File: src/rtl/instr_decode_stage.sv
// Registered instruction decode stage between fetch and execute.
// Decodes one instruction word into an execute control bundle behind a
// valid/ready register, stalls fetch while a data-memory read completes,
// and pulses fetch_flush when a jump is issued so fetch drops its next word.
module instr_decode_stage #(
  parameter int INSTR_W    = 16,
  parameter int DATA_W     = 8,
  parameter int REG_ADDR_W = 3,
  parameter int MEM_ADDR_W = 10,
  parameter int PC_W       = 5,
  parameter int MEM_RD_LAT = 2
) (
  input  logic                  clk,
  input  logic                  rst_n,
  input  logic                  in_valid,
  input  logic [INSTR_W-1:0]    in_instr,
  output logic                  in_ready,
  output logic                  out_valid,
  input  logic                  out_ready,
  output logic [3:0]            operation_code,
  output logic                  aku_enable,
  output logic                  reg_ce,
  output logic                  reg_wr,
  output logic [REG_ADDR_W-1:0] register_addr,
  output logic [MEM_ADDR_W-1:0] mem_adr,
  output logic                  mem_rd,
  output logic                  mem_wr,
  output logic                  direct_load,
  output logic [DATA_W-1:0]     direct_data,
  output logic                  counter_load,
  output logic [PC_W-1:0]       address_counter,
  output logic                  fetch_flush
);

  // Field layout must fit below the 4-bit opcode.
  if (DATA_W + 1 > INSTR_W - 4) begin : g_bad_data_w
    $error("instr_decode_stage: DATA_W+1 must not exceed INSTR_W-4");
  end
  if (MEM_ADDR_W > INSTR_W - 4) begin : g_bad_mem_addr_w
    $error("instr_decode_stage: MEM_ADDR_W must not exceed INSTR_W-4");
  end
  if (PC_W > INSTR_W - 4) begin : g_bad_pc_w
    $error("instr_decode_stage: PC_W must not exceed INSTR_W-4");
  end
  if (REG_ADDR_W > INSTR_W - 4) begin : g_bad_reg_addr_w
    $error("instr_decode_stage: REG_ADDR_W must not exceed INSTR_W-4");
  end
  if (MEM_RD_LAT < 0 || MEM_RD_LAT > 15) begin : g_bad_lat
    $error("instr_decode_stage: MEM_RD_LAT must be in 0..15");
  end

  localparam logic [3:0] LAT = 4'(MEM_RD_LAT);

  typedef enum logic {RUN, MEM_WAIT} state_t;

  typedef struct packed {
    logic [3:0]            op;
    logic                  aku;
    logic                  reg_ce;
    logic                  reg_wr;
    logic [REG_ADDR_W-1:0] reg_addr;
    logic [MEM_ADDR_W-1:0] mem_adr;
    logic                  mem_rd;
    logic                  mem_wr;
    logic                  dload;
    logic [DATA_W-1:0]     ddata;
    logic                  cload;
    logic [PC_W-1:0]       pc;
  } bundle_t;

  // Opcode map; any field not used by an opcode stays 0.
  function automatic bundle_t decode(input logic [INSTR_W-1:0] ins);
    bundle_t b;
    logic    imm;
    b    = '0;
    b.op = ins[INSTR_W-1 -: 4];
    imm  = ins[DATA_W];
    case (b.op)
      4'h0, 4'h1, 4'h2, 4'h3, 4'h4, 4'h5: begin
        b.aku = 1'b1;
        if (imm) begin
          b.dload = 1'b1;
          b.ddata = ins[DATA_W-1:0];
        end else begin
          b.reg_addr = ins[REG_ADDR_W-1:0];
        end
      end
      4'h7: begin
        b.cload = 1'b1;
        b.pc    = ins[PC_W-1:0];
      end
      4'h8, 4'h9: begin
        b.reg_wr   = 1'b1;
        b.reg_addr = ins[REG_ADDR_W-1:0];
      end
      4'hA, 4'hB: begin
        b.mem_rd  = 1'b1;
        b.aku     = 1'b1;
        b.mem_adr = ins[MEM_ADDR_W-1:0];
      end
      4'hC, 4'hD: begin
        if (imm) begin
          b.dload = 1'b1;
          b.ddata = ins[DATA_W-1:0];
          b.aku   = 1'b1;
        end else begin
          b.reg_ce   = 1'b1;
          b.reg_addr = ins[REG_ADDR_W-1:0];
        end
      end
      4'hE, 4'hF: begin
        b.mem_wr  = 1'b1;
        b.mem_adr = ins[MEM_ADDR_W-1:0];
      end
      default: ; // NOP: opcode only
    endcase
    return b;
  endfunction

  state_t     r_state;
  logic [3:0] r_wait_cnt;
  logic       r_drop;
  logic       r_out_valid;
  logic       r_flush;
  bundle_t    r_bundle;

  bundle_t    w_dec;
  logic       w_in_ready;
  logic       w_accept;
  logic       w_is_jmp;
  logic       w_is_ldm;

  assign w_dec      = decode(in_instr);
  assign w_in_ready = (r_state == RUN) && (!r_out_valid || out_ready);
  assign w_accept   = in_valid && w_in_ready;
  assign w_is_jmp   = (w_dec.op == 4'h7);
  assign w_is_ldm   = (w_dec.op[3:1] == 3'b101);

  // ---- stage boundary: fetch -> registered decode bundle ----
  // Handshake, wait-state FSM, jump drop flag and the output bundle register.
  always_ff @(posedge clk or negedge rst_n) begin
    if (!rst_n) begin
      r_state     <= RUN;
      r_wait_cnt  <= 4'd0;
      r_drop      <= 1'b0;
      r_out_valid <= 1'b0;
      r_flush     <= 1'b0;
      r_bundle    <= '0;
    end else begin
      r_flush <= 1'b0;
      if (r_state == MEM_WAIT) begin
        r_wait_cnt <= r_wait_cnt - 4'd1;
        if (r_wait_cnt == 4'd1) r_state <= RUN;
      end
      if (w_accept) begin
        if (r_drop) begin
          // Word fetched behind a jump: swallow it, emit nothing.
          r_drop      <= 1'b0;
          r_out_valid <= 1'b0;
          r_bundle    <= '0;
        end else begin
          r_out_valid <= 1'b1;
          r_bundle    <= w_dec;
          r_drop      <= w_is_jmp;
          r_flush     <= w_is_jmp;
          if (w_is_ldm && (LAT != 4'd0)) begin
            r_state    <= MEM_WAIT;
            r_wait_cnt <= LAT;
          end
        end
      end else if (out_ready) begin
        r_out_valid <= 1'b0;
        r_bundle    <= '0;
      end
    end
  end

  assign in_ready        = w_in_ready;
  assign out_valid       = r_out_valid;
  assign fetch_flush     = r_flush;
  assign operation_code  = r_bundle.op;
  assign aku_enable      = r_bundle.aku;
  assign reg_ce          = r_bundle.reg_ce;
  assign reg_wr          = r_bundle.reg_wr;
  assign register_addr   = r_bundle.reg_addr;
  assign mem_adr         = r_bundle.mem_adr;
  assign mem_rd          = r_bundle.mem_rd;
  assign mem_wr          = r_bundle.mem_wr;
  assign direct_load     = r_bundle.dload;
  assign direct_data     = r_bundle.ddata;
  assign counter_load    = r_bundle.cload;
  assign address_counter = r_bundle.pc;

endmodule

File: config.mk
export PLATFORM = sky130hd
export DESIGN_NAME = instr_decode_stage
export DESIGN_NICKNAME = d
export VERILOG_FILES = /design/src/rtl/instr_decode_stage.sv
export SDC_FILE = /design/constraint.sdc
export NUM_CORES = 1
export LEC_CHECK = 0
export ABC_CLOCK_PERIOD_IN_PS = 1450
export CORE_ASPECT_RATIO = 0.9
export CORE_MARGIN = 2
export CORE_UTILIZATION = 30
export DETAILED_ROUTE_END_ITERATION = 7
export SLEW_MARGIN = 30
export SYNTH_ARGS = -nofsm -noshare
export SYNTH_HDL_FRONTEND = slang
export SYNTH_SLANG_ARGS = --single-unit
File: constraint.sdc
create_clock -name clk -period 1.45 [get_ports clk]
set_input_delay 0.29 -clock clk [delete_from_list [all_inputs] [get_ports clk]]
set_output_delay 0.29 -clock clk [all_outputs]
set_load 0.05 [all_outputs]
==> results.json <==
{
  "dpl.hpwl_um": 3490,
  "max_freq_mhz": 705,
  "avgSynthCellArea_um2": 12.7,
  "cp_num_buf_inv": 1,
  "area.growth.synth_to_final_pct": 73.0,
  "grt_max_degree": 22,
  "dp_cells": 302,
  "wirelength_um": 5160,
  "power_mw": 4.58,
  "synth.top_cell.area_share_pct": 58.9,
  "grt_pass1_vias": 1587,
  "power_leakage_nw": 1.48,
  "clock_latency_ns": 0.29,
  "fin_nets": 252,
  "maxSlewHeadroom_pct": 67.3,
  "maxCapViolCount": 0,
  "finalClockSkew_ns": 0.00669,
  "dieArea_mm2": 0.00702,
  "critPathRequiredTime_ns": 1.16,
  "htreeDepth": 2,
  "drive_gt1_share_pct": 37.2,
  "clock-sinks": 45,
  "yosysWarnings": 0,
  "route.detailed.drc": 0,
  "path_depth": 3,
  "antenna_found_initial": 0,
  "die_height_um": 79.7,
  "slowest_delay_ns": 0.43,
  "placeableCoreArea_mm2": 0.00615,
  "viasPerCell": 4.71,
  "gp_congestion": 0.712,
  "cts_buffer_depth": 2,
  "fp-row-count": 27,
  "clkTransAtPathRegs_ns": 0.08,
  "path_cells": "nor2b_4, nor2_4, buf_12",
  "reg2reg_from": "out_valid$_DFFE_PN0P_",
  "die_w_um": 88.1,
  "path_class": "register to output port",
  "cts_root_buf": "clkbuf_8",
  "antenna_cells": 0,
  "arrival_ns": 1.13,
  "syn_area_mm2": 0.00191,
  "portBuffers": 57,
  "synth.largest_area_cell": "dfrtp_1",
  "num_vias": 1499,
  "status": "finished, final reports clean",
  "initial_core_util_pct": 31.1,
  "hold_violations": 0,
  "irDropWorstVdd_v": 0.000685,
  "wl_per_cell_um": 16.2,
  "cts_tree": "done",
  "grt_setup_unrepaired": "yes",
  "cp-startpoint": "out_valid$_DFFE_PN0P_",
  "finalSetupTns_ns": 0,
  "pwr_density_cell_mw_per_mm2": 1390,
  "setup_viol": 0,
  "final_max_slew_viol_count": 0,
  "cpMaxStageDelayCell": "dfrtp_2",
  "fin_crit_ns": 1.42,
  "dr.pass1.iters": 4,
  "critPathTopFamily": "flip-flops",
  "grt_remaining_overflow": 0,
  "worst_pin_slew_ns": 0.490,
  "drtAntennaViolNets": 0,
  "drtIter0Drc": 32,
  "final_util_pct": 53.8,
  "fin_cells": 318,
  "grt_first_pass_wirelength_um": 8320,
  "track_usage_pct": 15.7,
  "io_pins": 60,
  "synth-seq-area-share_pct": 58.9,
  "numCtsBuffers": 5,
  "critPathMaxFanout": 4,
  "reg2reg_depth": 5,
  "hp-class": "primary input to async pin",
  "syn_nets": 173,
  "yosys_register_bits": 45,
  "synth_cell_types": 32,
  "post-route-period-util_pct": 97.8,
  "synth_area_leaders": "dfrtp_1 (59%), a32o_1 (7.9%), a22o_1 (5.0%)",
  "start_kind": "register",
  "postSynthCellCount": 151,
  "endpoint_kind": "output port"
}
[worst reg2reg max path, stage by stage (launching register included)]
cell,delay [ns]
dfrtp_2,0.43
nor2b_4,0.15
buf_6,0.16
nor4_4,0.25
buf_6,0.19
a32o_1,0.17
[power breakdown]
group,internal (mW),switching (mW),total [mW]
clock network,0.389,0.396,0.785
logic,1.02,1.08,2.11
registers,1.46,0.230,1.69
[cells in the final DEF (no fill, tap or decap), types with 3 or more instances in the layout]
master / n
dfrtp_1: 44
inv_1: 20
buf_6: 4
buf_4: 16
a21o_1: 4
o32ai_1: 8
clkbuf_8: 6
a22o_1: 11
nor2_1: 4
a32o_1: 15
buf_12: 42
clkdlybuf4s50_1: 13
a21oi_2: 3
[final timing paths]
path / to / slack [ns]
setup reg to reg: mem_adr[4]$_DFFE_PN0P_ / 0.04
max in group asynchronous: address_counter[1]$_DFFE_PN0P_ / 0.48
hold reg to reg: operation_code[3]$_DFFE_PN0P_ / 0.56
min in group clk: out_valid$_DFFE_PN0P_ / 0.49
hold / removal: reg_ce$_DFFE_PN0P_ / 0.49
setup / recovery: in_ready / 0.03
[metrics by stage]
step                      hold WS (ns)  setup slack (ns)  area (um2)
after floorplan               -0.00559            0.0389        1920
after global placement           0.261            -0.395        3080
after detailed placement         0.269            -0.401        3080
after CTS                        0.483          -0.00662        3230
after global routing             0.495           -0.0344        3310
final                            0.486            0.0322        3310
[synthesized netlist by cell type (all sizes together)]
master,number
o32ai,8
buf,8
a32o,15
o2bb2ai,1
mux2,1
nor4b,1
nand4b,1
xnor2,2
nor2b,3
ha,2
inv,21
dfrtp,45
o21ai,3
a21o,4
nand3,1
nor2,5
xor2,1
nor4,2
clkbuf,1
nand2b,3
o22ai,2
a21oi,6
a211oi,1
nand2,2
nor3,1
a22o,11
[flip-flops by register name, indices dropped and copies added, names as in the netlist, 3 cells and up]
name / count
mem_adr: 10
direct_data: 8
address_counter: 5
operation_code: 4
r_wait_cnt: 4
register_addr: 3
[what timing repair did]
action                     in CTS  in global routing
pin swaps                       2                 11
hold endpoints to repair       17                  0
resized for setup               7                 11
setup endpoints to repair      34                 41
cloned                          2                  0
hold buffers                    1                  0
setup buffers                   1                  4
[cell families (layout without fill, tap and decap cells)]
family | Yosys count | in the layout | share of synthesized area [%]
simple gates | 19 | 19 | 8.19
compound gates | 51 | 52 | 22.6
xor+xnor | 3 | 3 | 1.38
fa+ha+maj | 2 | 2 | 1.31
buf+inv | 30 | 109 | 7.01
mux | 1 | 1 | 0.589
flops | 45 | 45 | 58.9
[final cells by class]
class	instances	area (um2)
Multi-Input combinational cell	77	716
Clock buffer	8	90.1
Inverter	21	78.8
Tap cell	87	109
Sequential cell	45	1130
Fill cell	531	2840
Timing Repair Buffer	80	1180
[metal layers]
layer / global-route usage [%] / wire (um)
met4: 4.09 / 19
met2: 25.4 / 2560
met1: 20.9 / 2340
met5: 0 / 0
met3: 4.45 / 252
(Power assumes the default switching activity.)
==> edit: new RTL, same flow settings <==
The parameter `PC_W` goes from 5 to 10.
--- a/src/rtl/instr_decode_stage.sv
+++ b/src/rtl/instr_decode_stage.sv
@@ -7,7 +7,7 @@
   parameter int DATA_W     = 8,
   parameter int REG_ADDR_W = 3,
   parameter int MEM_ADDR_W = 10,
-  parameter int PC_W       = 5,
+  parameter int PC_W       = 10,
   parameter int MEM_RD_LAT = 2
 ) (
   input  logic                  clk,
Interface: changed (resized address_counter); port bits go from 60 to 65. The function was not compared with the original's and may differ.
==> edit against the unedited design <==
The flow now finishes with violations (negative setup slack). Sequential cell count up 5. Cell area grew 14%. Routed wire length grew 17%. Final cell count is 9.1% higher. Setup slack lost 0.12 ns. Sequential share of layout area shrank 0.73 points. Power rose by 12%. Area after synthesis rose by 10%. Sequential power rose by 8%. Fmax decreased by 7.7%. Critical path depth rose by 1. Clock skew increased by 0.0086 ns. Combinational power rose by 13%. Critical path type unchanged. Critical endpoint unchanged. Largest cell class unchanged.
==> edit: results (changes against the unedited design) <==
violations: "negative setup slack"
vias: 1730  # +15%
status: "finished with violations"
worst_path_arrival_ns: 1.25  # +0.12 ns
clock_pin_slew_on_the_worst_setup_and_hold_paths_ns: 0.10  # +0.02 ns
sequentialPower_mw: 1.83  # +8%
synth-compound-area-share_pct: 23.2  # +0.61 points
synth_top_cells_by_area: "dfrtp_1, a32o_1, a22o_1"
max-slew-margin-rel_pct: 64.4  # -2.9 points
synth-xor-area-share_pct: 1.25  # -0.13 points
fin_hold_ws_ns: 0.509  # +0.0227 ns
groute.layer.met3.usage_pct: 3.70  # -0.74 points
critPathMaxFanout: 3  # -1
pwr-share-seq_pct: 35.8  # -1.1 points
grt_usage_pct: 16.5  # +0.80 points
grt_antenna_before_repair: 0  # unchanged
power_combinational_mw: 2.38  # +13%
wl_met3_microns: 309  # +23%
fraction_of_final_layout_cells_sized_beyond_drive_strength_1_pct: 43.2  # +6.0 points
yosys-mux-area-fraction_pct: 0.534  # -0.055 points
grt_start_max_net_pins: 34  # +55%
synth-seq-area-share_pct: 59.3  # +0.41 points
detail_route.wirelength_microns: 6030  # +17%
tns_ns: -0.168  # -0.168 ns
p_sw_share_pct: 37.2  # -0.18 points
synthAdderAreaFrac_pct: 1.19  # -0.12 points
static_leak_nw: 1.66  # +12%
weighted_congestion_at_the_end_of_routability_driven_global_placement: 0.795  # +12%
synth_net_count: 189  # +9.2%
port-buffer-count: 62  # +8.8%
dp_hpwl_microns: 3880  # +11%
finalClockSkew_ns: 0.0153  # +0.00862 ns
cts_setup_buffers: 6  # +5
type_of_the_worst_min_delay_path: "in2reg"
final_critical_path_setup_slack_ns: -0.0855  # -0.118 ns
nNetsFinal: 278  # +10%
depth_of_the_worst_register_to_register_path: 4  # -1
use_met2_pct: 26.3  # +0.90 points
vdd_ir_drop_max_mv: 0.569  # -17%
ff2ff_setup_slack_ns: -0.03  # -0.07 ns
wl_met1_microns: 2750  # +18%
timing.rr.end: "direct_data[3]"
synthTopCellsByCount: "dfrtp_1, inv_1, a32o_1"
drt-initial-drc-count: 83  # +160%
synth.distinct_cells: 36  # +13%
n_fill_cell: 551  # +3.8%
grt_first_pass_wirelength_microns: 9950  # +20%
finalSetupViolCount: 4  # +4
dr_wl_met2_microns: 2890  # +13%
post_cts_resized: 13  # +6
cp_slowest_stage_delay_ns: 0.41  # -0.02 ns
via_count_of_the_first_global_routing_pass: 1887  # +19%
==> edit: cell count changes after synthesis, moves of 3 or more <==
| cell | change |
|---|---|
| a31oi_1 | +3 |
| clkbuf_1 | +4 |
| a21oi_1 | -4 |
| a21o_1 | -3 |
| a22o_1 | +4 |
| dfrtp_1 | +5 |
==> edit: stage by stage <==
step | worst slack (ns) | cell area (sq um) | cells
global route | -0.135 | 3750 | 347
floorplan | -0.191 | 2220 | 167
CTS | -0.0933 | 3690 | 343
detailed placement | -0.549 | 3470 | 327
finish | -0.0855 | 3750 | 347
global placement | -0.497 | 3470 | 327
==> edit: layout make-up <==
type / count / area (sq um) / area share, %
inverter: 21 / 78.8 / 2.10
sequential: 50 / 1250 / 33.4
clock buffer: 7 / 96.3 / 2.57
timing repair buffer: 95 / 1370 / 36.4
multi-input combinational: 83 / 836 / 22.3
clock inverter: 1 / 8.76 / 0.233
tap: 90 / 113 / 3.00
